===== src/rtl/sqrt_pkg.sv =====
// Shared state codes for the square-root sequencer and its output decode.
package sqrt_pkg;

  localparam int unsigned STATE_W = 4;

  typedef enum logic [STATE_W-1:0] {
    ST_IDLE  = 4'd0,
    ST_LOAD  = 4'd1,
    ST_INIT1 = 4'd2,
    ST_INIT2 = 4'd3,
    ST_INIT3 = 4'd4,
    ST_BODY1 = 4'd5,
    ST_BODY2 = 4'd6,
    ST_BODY3 = 4'd7,
    ST_BODY4 = 4'd8,
    ST_BODY5 = 4'd9,
    ST_BODY6 = 4'd10,
    ST_BODY7 = 4'd11,
    ST_TEST  = 4'd12,
    ST_DONE  = 4'd13
  } state_t;

  // Busy covers every state that is neither parked in IDLE nor waiting in DONE.
  function automatic logic is_busy(input state_t s);
    return !((s == ST_IDLE) || (s == ST_DONE));
  endfunction

endpackage


===== src/rtl/sqrt_iter_cnt.sv =====
// Saturating iteration counter; the limit compare exists only when
// SQRT_SEQ_ITER_LIMIT_EN is defined.
module sqrt_iter_cnt #(
  parameter int unsigned MAX_ITER = 16,
  parameter int unsigned ITER_W   = 5
) (
  input  logic              clk,
  input  logic              rst,
  input  logic              clr,
  input  logic              en,
  output logic [ITER_W-1:0] cnt
`ifdef SQRT_SEQ_ITER_LIMIT_EN
  ,
  output logic              limit_hit_c
`endif
);

  if ((MAX_ITER < 1) || (MAX_ITER >= (1 << ITER_W))) begin : g_bad_max_iter
    $error("sqrt_iter_cnt: MAX_ITER outside 1..2^ITER_W-1");
  end

  logic [ITER_W-1:0] cnt_inc;

  // Post-increment value, pinned at all-ones once saturated.
  assign cnt_inc = (&cnt) ? cnt : ITER_W'(cnt + ITER_W'(1));

`ifdef SQRT_SEQ_ITER_LIMIT_EN
  assign limit_hit_c = (cnt_inc == ITER_W'(MAX_ITER));
`endif

  always_ff @(posedge clk) begin
    if (rst) begin
      cnt <= '0;
    end else if (clr) begin
      cnt <= '0;
    end else if (en) begin
      cnt <= cnt_inc;
    end
  end

endmodule


===== src/rtl/sqrt_sequencer.sv =====
// Square-root datapath sequencer: init phase, iteration loop, result handshake.
// Optional iteration limit compiled in with SQRT_SEQ_ITER_LIMIT_EN.
module sqrt_sequencer
  import sqrt_pkg::*;
#(
  parameter int unsigned MAX_ITER = 16,
  parameter int unsigned ITER_W   = 5
) (
  input  logic              clk,
  input  logic              rst,
  input  logic              start,
  input  logic              loop_cont,
  input  logic              ack,
  input  logic              stall,
  output logic [3:0]        state,
  output logic              busy,
  output logic              done,
  output logic [ITER_W-1:0] iter_cnt,
  output logic              err
);

  state_t state_q;
  state_t state_d;
  logic   err_d;
  logic   cnt_clr;
  logic   cnt_en;
`ifdef SQRT_SEQ_ITER_LIMIT_EN
  logic   limit_hit_c;
`endif

  sqrt_iter_cnt #(
    .MAX_ITER (MAX_ITER),
    .ITER_W   (ITER_W)
  ) u_iter_cnt (
    .clk         (clk),
    .rst         (rst),
    .clr         (cnt_clr),
    .en          (cnt_en),
    .cnt         (iter_cnt)
`ifdef SQRT_SEQ_ITER_LIMIT_EN
    ,
    .limit_hit_c (limit_hit_c)
`endif
  );

  // State and status registers; busy/done track the next state so they align with it.
  always_ff @(posedge clk) begin
    if (rst) begin
      state_q <= ST_IDLE;
      busy    <= 1'b0;
      done    <= 1'b0;
      err     <= 1'b0;
    end else begin
      state_q <= state_d;
      busy    <= is_busy(state_d);
      done    <= (state_d == ST_DONE);
      err     <= err_d;
    end
  end

  assign state = state_q;

  // Next-state logic; illegal codes 14/15 fall into default and recover to IDLE.
  always_comb begin
    state_d = state_q;
    err_d   = err;
    cnt_clr = 1'b0;
    cnt_en  = 1'b0;
    case (state_q)
      ST_IDLE: begin
        if (start) begin
          state_d = ST_LOAD;
          err_d   = 1'b0;
          cnt_clr = 1'b1;
        end
      end
      ST_LOAD, ST_INIT1, ST_INIT2, ST_INIT3,
      ST_BODY1, ST_BODY2, ST_BODY3, ST_BODY4,
      ST_BODY5, ST_BODY6, ST_BODY7: begin
        if (!stall) begin
          state_d = state_t'(STATE_W'(state_q + STATE_W'(1)));
        end
      end
      ST_TEST: begin
        if (!stall) begin
          cnt_en = 1'b1;
`ifdef SQRT_SEQ_ITER_LIMIT_EN
          if (limit_hit_c) begin
            state_d = ST_DONE;
            if (loop_cont) begin
              err_d = 1'b1;
            end
          end else
`endif
          if (loop_cont) begin
            state_d = ST_BODY1;
          end else begin
            state_d = ST_DONE;
          end
        end
      end
      ST_DONE: begin
        if (ack) begin
          state_d = ST_IDLE;
        end
      end
      default: begin
        state_d = ST_IDLE;
        err_d   = 1'b1;
      end
    endcase
  end

endmodule


===== config.mk =====
export PLATFORM = sky130hd
export DESIGN_NAME = sqrt_sequencer
export DESIGN_NICKNAME = d
export VERILOG_FILES = /design/src/rtl/sqrt_pkg.sv /design/src/rtl/sqrt_iter_cnt.sv /design/src/rtl/sqrt_sequencer.sv
export SDC_FILE = /design/constraint.sdc
export NUM_CORES = 1
export LEC_CHECK = 0
export ABC_AREA = 1
export ABC_CLOCK_PERIOD_IN_PS = 4300
export BUFFER_PORTS_ARGS = -buffer_cell sky130_fd_sc_hd__buf_2
export CAP_MARGIN = 30
export CORE_AREA = 5 5 46 48
export CTS_BUF_LIST = sky130_fd_sc_hd__clkbuf_16
export CTS_CLUSTER_SIZE = 16
export DETAILED_ROUTE_END_ITERATION = 8
export DIE_AREA = 0 0 51 53
export PLACE_DENSITY = 0.87
export SLEW_MARGIN = 20
export SYNTH_ARGS = -nofsm -noshare
export SYNTH_HDL_FRONTEND = slang
export SYNTH_HIERARCHICAL = 1
export SYNTH_SLANG_ARGS = --single-unit

===== constraint.sdc =====
create_clock -name clk -period 4.3 [get_ports clk]
set_input_delay 0.86 -clock clk [delete_from_list [all_inputs] [get_ports clk]]
set_output_delay 0.86 -clock clk [all_outputs]
set_load 0.01 [all_outputs]

==> metrics.md <==
| Metric | Value |
|---|---|
| Number of remaining DRC errors | 0 |
| Multi-input logic area | 571 um2 |
| Top Ports | 18 |
| Antenna Nets Post-Route | 0 |
| Synth Register Bits | 12 |
| Ys Warns | 6 |
| Core area | 0.00167 mm2 |
| CTS Hold Bufs | 0 |
| Worst Hold Launch | err$_SDFFE_PP0P_ |
| Status | finished, final reports clean |
| CP Launch Point | state[0]$_SDFF_PP0_ |
| Final Max Tran Viols | 0 |
| First-pass GRT wire length | 3.24 mm |
| Placed cells | 165 |
| Synth top area share | 27.1% |
| TNS Setup | 0 ps |
| Pre-Repair DR Iteration Count | 4 |
| Flop2flop setup slack | 2390 ps |
| CP Max Fanout | 6 |
| H-tree levels | 1 |
| Global Route Usage Sum | 16.0% |
| Reg area | 240 um2 |
| Maximum vdd drop | 0.334 mV |
| Reg2Reg Depth | 11 |
| Die W | 51 um |
| Gr ovfl total | 0 |
| Minimum clock period | 1910 ps |
| Final net count | 167 |
| Tcrit/Tclk final | 44.5% |
| Layout cells sized above 1 | 32.2% |
| Initial Util | 53.1% |
| P per Cell Area | 342 mW/mm2 |
| Synth Area per Inst | 6.77 um2 |
| Worst hold path class | flip-flop to flip-flop |
| Clock buffer count from CTS | 3 |
| Maxcap violations | 0 |
| Antenna cells | 0 |
| Worst Path Required | 4440 ps |
| R2R Path End | u_iter_cnt/cnt[2]$_SDFFE_PP0P_ |
| Fillers | 148 |
| DRT iter0 DRCs | 18 |
| Netlist Area Pre-Place | 887 um2 |
| Worst slew pin tran | 284 ps |
| Synthesis-to-layout area growth | 20.9% |
| WL final | 1.76 mm |
| Insertion delay to the later sink of the worst-skew pair | 240 ps |
| Hold WS | 458 ps |
| Critical Path Start Type | flip-flop |
| Reg2reg start | state[0]$_SDFF_PP0_ |
| Most frequent cells in the layout | 28 x nand2_1, 18 x nor2_1, 17 x inv_1, 17 x buf_2, 13 x nand2_2 |
| Post-DP HPWL | 1.36 mm |
| Mapped Cells | 131 |
| Register area share after synthesis | 27.1% |
| Clock tree buffer depth | 2 |
| Fin. Hold Viols | 0 |
| Std cell rows | 15 |
| Crit path to | u_iter_cnt/cnt[2]$_SDFFE_PP0P_ |
| Post-CTS Setup Repair Bufs | 0 |
| Initial antenna violation count | 0 |
| Die area | 0.00270 mm2 |
| Post-cts repair resize count | 0 |
| Die Span Y | 53 um |
| Routed vias | 837 |
| Setup WS post-layout | 2390 ps |
| Synth Net Count | 145 |
| Input/output buffers | 17 |
| Dpl ws | 2400 ps |
| Commonest non-fill, non-tap cell in the layout | nand2_1 |
| RSZ-0062 raised after global routing | false |
| Final-report setup violation count | 0 |
| Biggest area consumer among synthesized cells | dfxtp_1 |
| Critical Path AT | 2050 ps |
| CP Capture Type | flip-flop |
| Clock Skew | 4.38 ps |
| Cell variety after synth | 22 |
| WS Path Type | flip-flop to flip-flop |
| Slew HR | 81.1% |
| LEAKAGE | 0.564 nW |
| Vias per cell | 4.95 |
| Number of global-route vias before repair | 799 |
| Clk sinks | 12 |
| Total chip power | 0.000367 W |
| Peak Freq | 0.523 GHz |
| Cell Count, Final, Fillers Out | 169 |
| Clock root buffer | clkbuf_16 |
| CTS tree | built |
| Final RePlAce weighted congestion | 0.841 |
| Reg clk slew, reported paths | 40 ps |
| Pin count of the biggest net entering global routing | 9 |
| Main area contributors after synthesis | dfxtp_1 27%, nand2_1 12%, ha_1 11% |
| DR WL/cell | 10.4 um |
## worst max-delay path, cell delays in order (launching register included)
cell,delay [ps]
dfxtp_1,370
inv_1,190
ha_1,300
inv_1,100
nor2_4,210
inv_1,60
nor2_1,190
nand2_2,120
inv_2,100
nand3_1,70
nand2_1,70
nor2_1,40
## report_power, final
group / internal, W / leakage [nW] / total (W) / switching [W]
Sequential: 0.000117 / 0.0974 / 0.000121 / 0.00000427
Clock: 0.000122 / 0.0385 / 0.000171 / 0.0000486
Combinational: 0.0000272 / 0.428 / 0.0000749 / 0.0000477
## cells in the mapped netlist, drive strengths merged
master	count
nand4	1
nor2	27
a21oi	7
nand3	7
dfxtp	12
o21bai	1
clkinv	2
o21ai	4
ha	8
inv	18
nand3b	1
nor3	1
nand2	42
## cell families after synthesis
group | synth area share (%)
AOI/OAI and AO/OA | 7.90
adders and majority gates | 11.3
buffers and inverters | 8.60
DFF | 27.1
and+or+nand+nor | 45.1
## layout make-up
class	count	share of cell area, %
clock buffer	3	7.00
clock inverter	1	0.350
inverter	20	7.12
multi-input combinational	99	53.2
sequential	12	22.4
tap	17	1.98
timing repair buffer	17	7.93
## how the worst min path moves through the flow
stage	to	depth (start not counted)	slack, ps
after floorplan	err$_SDFFE_PP0P_	2	480
after global placement	err$_SDFFE_PP0P_	2	450
after detailed placement	err$_SDFFE_PP0P_	2	450
after CTS	err$_SDFFE_PP0P_	2	460
after global routing	err$_SDFFE_PP0P_	2	490
final	err$_SDFFE_PP0P_	2	460
## state kept, by name, indices dropped and copies added (netlist names)
name and cells:
u_iter_cnt/cnt 5, done 1, busy 1, err 1, state 4
## through the flow
step,cell area [um2],util (%)
5_1_grt,1070,64.2
3_3_place_gp,993,59.5
3_5_place_dp,993,59.5
2_1_floorplan,887,-
4_1_cts,1070,64.2
6_report,1070,64.2
## metal layers
metal	vias to the layer above	GRT usage (%)	part of all wire [%]
li1	443	-	-
met1	366	18.3	45
met2	21	26.2	47
met3	7	5.63	5.8
met4	0	8.07	2.7
met5	-	0	0
Power figures use the tool's default switching activity.
